### src/rtl/gshare_index_gen_pkg.sv
// Shared sizing for the gshare index generator and the PHT core it feeds.
package gshare_index_gen_pkg;

  localparam int unsigned PHT_BITS_DEF = 10;
  localparam int unsigned GHR_BITS_DEF = 8;
  localparam int unsigned PC_LSB_DEF   = 2;
  localparam int unsigned PC_BITS      = 32;
  localparam int unsigned CNT_BITS     = 32;
  localparam int unsigned SLOT_STRIDE  = 4;

endpackage

### src/rtl/gshare_index_gen_if.sv
// Fetch-side, resolve-side and PHT correct-port signals of the gshare index generator.
interface gshare_index_gen_if
  import gshare_index_gen_pkg::*;
#(
  parameter int unsigned PHT_BITS = PHT_BITS_DEF,
  parameter int unsigned GHR_BITS = GHR_BITS_DEF
);

  logic [PC_BITS-1:0]  fetch_pc;
  logic [PHT_BITS-1:0] search_index1;
  logic [PHT_BITS-1:0] search_index2;
  logic [GHR_BITS-1:0] ghr_snapshot;
  logic                pred_valid1;
  logic                pred_taken1;
  logic                pred_valid2;
  logic                pred_taken2;
  logic                ex_valid;
  logic [PC_BITS-1:0]  ex_pc;
  logic [GHR_BITS-1:0] ex_ghr;
  logic                ex_taken;
  logic                ex_mispredict;
  logic                flush;
  logic                corr_valid;
  logic [PHT_BITS-1:0] corr_index;
  logic                corr_branch_flag;
  logic [CNT_BITS-1:0] mispredict_cnt;

  modport master (
    output fetch_pc, pred_valid1, pred_taken1, pred_valid2, pred_taken2,
           ex_valid, ex_pc, ex_ghr, ex_taken, ex_mispredict, flush,
    input  search_index1, search_index2, ghr_snapshot,
           corr_valid, corr_index, corr_branch_flag, mispredict_cnt
  );

  modport slave (
    input  fetch_pc, pred_valid1, pred_taken1, pred_valid2, pred_taken2,
           ex_valid, ex_pc, ex_ghr, ex_taken, ex_mispredict, flush,
    output search_index1, search_index2, ghr_snapshot,
           corr_valid, corr_index, corr_branch_flag, mispredict_cnt
  );

endinterface

### src/rtl/gshare_index_gen_hash.sv
// Combinational gshare hash: PC index field XOR zero-extended history.
module gshare_hash
  import gshare_index_gen_pkg::*;
#(
  parameter int unsigned PHT_BITS = PHT_BITS_DEF,
  parameter int unsigned GHR_BITS = GHR_BITS_DEF,
  parameter int unsigned PC_LSB   = PC_LSB_DEF
) (
  input  logic [PC_BITS-1:0]  pc,
  input  logic [GHR_BITS-1:0] h,
  output logic [PHT_BITS-1:0] idx
);

  logic unused_pc_bits;

  assign idx            = pc[PC_LSB +: PHT_BITS] ^ PHT_BITS'(h);
  assign unused_pc_bits = &{1'b0, pc};

endmodule

### src/rtl/gshare_index_gen.sv
// Speculative/architectural global history, gshare search and correct-port indices,
// and a saturating mispredict counter.
module gshare_index_gen
  import gshare_index_gen_pkg::*;
#(
  parameter int unsigned PHT_BITS = PHT_BITS_DEF,
  parameter int unsigned GHR_BITS = GHR_BITS_DEF,
  parameter int unsigned PC_LSB   = PC_LSB_DEF
) (
  input logic              clk,
  input logic              rst,
  gshare_index_gen_if.slave bus
);

  logic [GHR_BITS-1:0] spec_ghr;
  logic [GHR_BITS-1:0] arch_ghr;
  logic [GHR_BITS-1:0] spec_next;
  logic [GHR_BITS-1:0] arch_next;
  logic [PC_BITS-1:0]  fetch_pc2;
  logic [PHT_BITS-1:0] corr_index_next;
  logic                corr_valid_q;
  logic [PHT_BITS-1:0] corr_index_q;
  logic                corr_flag_q;
  logic [CNT_BITS-1:0] cnt_q;
  logic                mispredict;

  assign fetch_pc2  = bus.fetch_pc + PC_BITS'(SLOT_STRIDE);
  assign mispredict = bus.ex_valid && bus.ex_mispredict;

  gshare_hash #(.PHT_BITS(PHT_BITS), .GHR_BITS(GHR_BITS), .PC_LSB(PC_LSB)) u_hash_s1 (
    .pc(bus.fetch_pc), .h(spec_ghr), .idx(bus.search_index1)
  );

  gshare_hash #(.PHT_BITS(PHT_BITS), .GHR_BITS(GHR_BITS), .PC_LSB(PC_LSB)) u_hash_s2 (
    .pc(fetch_pc2), .h(spec_ghr), .idx(bus.search_index2)
  );

  gshare_hash #(.PHT_BITS(PHT_BITS), .GHR_BITS(GHR_BITS), .PC_LSB(PC_LSB)) u_hash_ex (
    .pc(bus.ex_pc), .h(bus.ex_ghr), .idx(corr_index_next)
  );

  // Shifts truncate {history, new bits} to GHR_BITS, so GHR_BITS=1 keeps only the newest bit.
  always_comb begin
    arch_next = arch_ghr;
    if (bus.ex_valid) arch_next = GHR_BITS'({arch_ghr, bus.ex_taken});

    spec_next = spec_ghr;
    if (bus.flush)
      spec_next = arch_next;
    else if (mispredict)
      spec_next = GHR_BITS'({bus.ex_ghr, bus.ex_taken});
    else if (bus.pred_valid1 && bus.pred_taken1)
      spec_next = GHR_BITS'({spec_ghr, 1'b1});
    else if (bus.pred_valid1 && bus.pred_valid2)
      spec_next = GHR_BITS'({spec_ghr, 1'b0, bus.pred_taken2});
    else if (bus.pred_valid1)
      spec_next = GHR_BITS'({spec_ghr, bus.pred_taken1});
    else if (bus.pred_valid2)
      spec_next = GHR_BITS'({spec_ghr, bus.pred_taken2});
  end

  always_ff @(posedge clk or negedge rst) begin
    if (!rst) begin
      spec_ghr     <= '0;
      arch_ghr     <= '0;
      corr_valid_q <= 1'b0;
      corr_index_q <= '0;
      corr_flag_q  <= 1'b0;
      cnt_q        <= '0;
    end else begin
      spec_ghr     <= spec_next;
      arch_ghr     <= arch_next;
      corr_valid_q <= bus.ex_valid;
      corr_index_q <= corr_index_next;
      corr_flag_q  <= bus.ex_taken;
      if (mispredict && (cnt_q != '1)) cnt_q <= cnt_q + CNT_BITS'(1);
    end
  end

  assign bus.ghr_snapshot     = spec_ghr;
  assign bus.corr_valid       = corr_valid_q;
  assign bus.corr_index       = corr_index_q;
  assign bus.corr_branch_flag = corr_flag_q;
  assign bus.mispredict_cnt   = cnt_q;

endmodule

### src/flat_wrapper.sv
// flat-port wrapper written by rule: the top's interface ports become plain ports
module gshare_index_gen_flat import gshare_index_gen_pkg::*;
#(
  parameter int unsigned PHT_BITS = PHT_BITS_DEF,
  parameter int unsigned GHR_BITS = GHR_BITS_DEF,
  parameter int unsigned PC_LSB   = PC_LSB_DEF
)
  (clk, rst, bus_fetch_pc, bus_pred_valid1, bus_pred_taken1, bus_pred_valid2, bus_pred_taken2, bus_ex_valid, bus_ex_pc, bus_ex_ghr, bus_ex_taken, bus_ex_mispredict, bus_flush, bus_search_index1, bus_search_index2, bus_ghr_snapshot, bus_corr_valid, bus_corr_index, bus_corr_branch_flag, bus_mispredict_cnt);
  gshare_index_gen_if #(.PHT_BITS(PHT_BITS), .GHR_BITS(GHR_BITS)) bus_i ();
  input logic clk;
  input logic rst;
  input wire logic [$bits(bus_i.fetch_pc)-1:0] bus_fetch_pc;
  input wire logic [$bits(bus_i.pred_valid1)-1:0] bus_pred_valid1;
  input wire logic [$bits(bus_i.pred_taken1)-1:0] bus_pred_taken1;
  input wire logic [$bits(bus_i.pred_valid2)-1:0] bus_pred_valid2;
  input wire logic [$bits(bus_i.pred_taken2)-1:0] bus_pred_taken2;
  input wire logic [$bits(bus_i.ex_valid)-1:0] bus_ex_valid;
  input wire logic [$bits(bus_i.ex_pc)-1:0] bus_ex_pc;
  input wire logic [$bits(bus_i.ex_ghr)-1:0] bus_ex_ghr;
  input wire logic [$bits(bus_i.ex_taken)-1:0] bus_ex_taken;
  input wire logic [$bits(bus_i.ex_mispredict)-1:0] bus_ex_mispredict;
  input wire logic [$bits(bus_i.flush)-1:0] bus_flush;
  output wire logic [$bits(bus_i.search_index1)-1:0] bus_search_index1;
  output wire logic [$bits(bus_i.search_index2)-1:0] bus_search_index2;
  output wire logic [$bits(bus_i.ghr_snapshot)-1:0] bus_ghr_snapshot;
  output wire logic [$bits(bus_i.corr_valid)-1:0] bus_corr_valid;
  output wire logic [$bits(bus_i.corr_index)-1:0] bus_corr_index;
  output wire logic [$bits(bus_i.corr_branch_flag)-1:0] bus_corr_branch_flag;
  output wire logic [$bits(bus_i.mispredict_cnt)-1:0] bus_mispredict_cnt;
  assign bus_i.fetch_pc = bus_fetch_pc;
  assign bus_i.pred_valid1 = bus_pred_valid1;
  assign bus_i.pred_taken1 = bus_pred_taken1;
  assign bus_i.pred_valid2 = bus_pred_valid2;
  assign bus_i.pred_taken2 = bus_pred_taken2;
  assign bus_i.ex_valid = bus_ex_valid;
  assign bus_i.ex_pc = bus_ex_pc;
  assign bus_i.ex_ghr = bus_ex_ghr;
  assign bus_i.ex_taken = bus_ex_taken;
  assign bus_i.ex_mispredict = bus_ex_mispredict;
  assign bus_i.flush = bus_flush;
  assign bus_search_index1 = bus_i.search_index1;
  assign bus_search_index2 = bus_i.search_index2;
  assign bus_ghr_snapshot = bus_i.ghr_snapshot;
  assign bus_corr_valid = bus_i.corr_valid;
  assign bus_corr_index = bus_i.corr_index;
  assign bus_corr_branch_flag = bus_i.corr_branch_flag;
  assign bus_mispredict_cnt = bus_i.mispredict_cnt;
  gshare_index_gen #(.PHT_BITS(PHT_BITS), .GHR_BITS(GHR_BITS), .PC_LSB(PC_LSB)) u_core (.clk(clk), .rst(rst), .bus(bus_i));
endmodule
### config.mk
export PLATFORM = sky130hd
export DESIGN_NAME = gshare_index_gen_flat
export DESIGN_NICKNAME = d
export VERILOG_FILES = /design/src/rtl/gshare_index_gen_pkg.sv /design/src/rtl/gshare_index_gen_if.sv /design/src/rtl/gshare_index_gen_hash.sv /design/src/rtl/gshare_index_gen.sv /design/src/flat_wrapper.sv
export SDC_FILE = /design/constraint.sdc
export NUM_CORES = 1
export LEC_CHECK = 0
export BUFFER_PORTS_ARGS = -buffer_cell sky130_fd_sc_hd__buf_2
export CAP_MARGIN = 20
export CORE_MARGIN = 10
export CORE_UTILIZATION = 46
export DETAILED_ROUTE_END_ITERATION = 7
export PLACE_DENSITY_LB_ADDON = 0.1
export SYNTH_ARGS = -nofsm -noshare
export SYNTH_HDL_FRONTEND = slang
export SYNTH_SLANG_ARGS = --single-unit
### constraint.sdc
create_clock -name clk -period 2 [get_ports clk]
set_input_delay 0.4 -clock clk [delete_from_list [all_inputs] [get_ports clk]]
set_output_delay 0.4 -clock clk [all_outputs]
set_load 0.01 [all_outputs]
==> flow_summary.ini <==
[timing]
finalCritPeriodShare_pct = 91.7
finalSetupTns_ns = 0
hold_violations = 0
fmax_mhz = 545
skew_ns = 0.00953
slew_viol_final = 0
finalSetupViolCount = 0
rsz0062_at_grt = no
slew_headroom_pct = 66.2
tightest_slew_ns = 0.507
fin_crit_ns = 1.83

[worst_setup_path]
endpoint_kind = register
crit_path_start_kind = register
cp-startpoint = u_core.bus.mispredict_cnt[18]
cp_max_fo = 8
cpPeakStageDelay_ns = 0.51
cp_slowest_cell = or4_4
criticalPathCategory = register to register
worstPathRequired_ns = 2.21
reg2reg_from = u_core.bus.mispredict_cnt[18]
cp.arrival_ns = 2.05
cp_cell_sequence = nand3_1 -> or4_4 -> o2111ai_4 -> nor3_1 -> xor2_1
reg2regPathDepth = 5

[global_route]
grt_max_degree = 31
grt_pass1_vias = 2636
antenna_found_initial = 1
grt_pass1_wl_um = 13100
globalRouteTotalUtil_pct = 16.1
grt_overflow = 0

[die]
dieArea_um2 = 10300
die_w_um = 102
core_area_um2 = 6420
die_h_um = 102
rows = 29
ios = 154
initial_core_util_pct = 47.7

[layout]
nNetsFinal = 496
design_area_um2 = 3990
drive_above_1_share_pct = 38.8
area_growth_pct = 30.2

[clock_network]
cts_tree = done
cts_root_buffer = clkbuf_8
clk_path_buf_depth = 2
cts_hold_buffers = 0
clk_latency_ns = 0.34
post-cts-setup-buffer-count = 0
clock_sinks = 60
cts_max_level = 3
path_clk_slew_ns = 0.07
cts-buffers-inserted = 9

[yosys]
synth_seq_cells = 60
yosysTopAreaCell = dfrtp_1
synth_area_um2 = 3070
synth_common_cells = 60 x dfrtp_1, 38 x xor2_1, 28 x nor2_1
synthMostInstantiatedCell = dfrtp_1
synth_top_area_share_pct = 49.0
synth-edff-count = 0
yosysSeqAreaShare_pct = 49.0
synth_cell_types = 38
synthTopCellsByArea = dfrtp_1 49%, xor2_1 11%, xnor2_1 5.1%
syn-num-nets = 371
ys_warn_count = 0
avgSynthCellArea_um2 = 10.7
ys_async_sr_fraction_pct = 100
synth_flop_cell = dfrtp_1
syn-instance-count = 287

[route]
routed_wl_um = 8110
wl_per_cell_um = 16.4
ant_nets = 0
first_pass_iters = 4
vias = 2557
drc_errors = 0
avgViaCountPerCell = 5.17
drtIter0Drc = 90

[placement]
place_congestion = 0.786
dp_hpwl_um = 6430
place_area_um2 = 3780
port_buffers = 109

[power_and_ir_drop]
p_per_area_nw_per_um2 = 891
power_leakage_nw = 2.04
worst_ir_drop_vdd_uv = 575

[worst_hold_path]
hold_path.class = input port to asynchronous set/reset pin

[job]
cap_viol_max_count = 0

[status]
status = completed
## state kept, by name, indices dropped and copies added, names as in the netlist
signal	flops
u_core.bus.mispredict_cnt	32
u_core.bus.corr_index	10
u_core.bus.corr_valid	1
u_core.arch_ghr	8
u_core.bus.ghr_snapshot	8
u_core.bus.corr_branch_flag	1
## layer usage
metal  up-vias  GRT usage, %  share of wire [%]
met5         -             0                  0
met4         0          6.60                1.4
met3        10          6.06                9.7
met2        89          23.7                 44
met1      1195          20.7                 45
li1       1263             -                  -
## path summary, 6_finish.rpt
kind                       slack, ns                       endpoint
hold reg to reg                 0.51  u_core.bus.mispredict_cnt[15]
hold / removal                  0.03       u_core.bus.corr_index[4]
max in group asynchronous       1.42   u_core.bus.mispredict_cnt[1]
setup / recovery                0.17  u_core.bus.mispredict_cnt[30]
setup reg to reg                0.17  u_core.bus.mispredict_cnt[30]
min in group clk                0.17       u_core.bus.corr_index[8]
## critical path, delay by kind of cell, from the launching register on
family / cells / cell delay [ns]
DFF: 1 / 0.46
AOI/OAI and AO/OA: 1 / 0.35
and+or+nand+nor: 3 / 0.75
xor gates and xnor gates: 1 / 0.15
## through the flow
step / std cells / hold WS [ns] / power, W / utilization (%) / setup slack (ns)
after floorplan: 287 / 0.104 / 0.00204 / - / 0.238
after detailed placement: 478 / 0.397 / 0.00248 / 58.9 / 0.178
after CTS: 494 / 0.0292 / 0.00361 / 62.1 / 0.159
after global routing: 494 / 0.0437 / 0.00377 / 62.1 / 0.0133
final: 495 / 0.0261 / 0.00355 / 62.1 / 0.166
after global placement: 478 / 0.393 / 0.00245 / 58.9 / 0.204
## kinds of logic after synthesis
kind of cell / Yosys count / synth area share, %
compound gates: 26 / 5.76
simple gates: 111 / 20.4
mux: 16 / 5.63
flops: 60 / 49.0
buf+inv: 16 / 2.41
xor+xnor: 56 / 16.0
fa+ha+maj: 2 / 0.816
## repair_timing
action / CTS / global route
hold endpoints to repair: 0 / 0
endpoints found under the setup margin: 0 / 1
resized for setup: 0 / 1
## report_power, final
part	internal (W)	switching (W)	total, W
clock	0.000639	0.000473	0.00111
sequential	0.00138	0.000182	0.00156
combinational	0.000401	0.000481	0.000882
total	0.00242	0.00114	0.00355
## cell type report
class                           instances  area (µm²)
Tap cell                               77        96.3
Inverter                                5        18.8
Multi-Input combinational cell        211        1490
Fill cell                             542        2430
Clock inverter                          4        47.5
Sequential cell                        60        1500
Antenna cell                            1        2.50
Timing Repair Buffer                  125         678
Clock buffer                           12         155
## layout by cell type, fill, tap and decap left out, types with 2 or more instances in the layout
cell / count
nor3_1: 11
ha_1: 2
dfrtp_1: 59
inv_1: 5
xor2_1: 38
buf_2: 109
xnor2_1: 18
and2_1: 2
a211oi_1: 6
nor4_1: 4
mux2i_1: 6
nand4_1: 17
nand3_1: 13
nand2_1: 16
a21oi_1: 15
mux2_2: 10
buf_4: 15
and3_1: 7
clkinv_2: 2
nor2_1: 28
nor4_4: 2
clkbuf_8: 11
No activity file was read; power rests on OpenSTA's default activity.
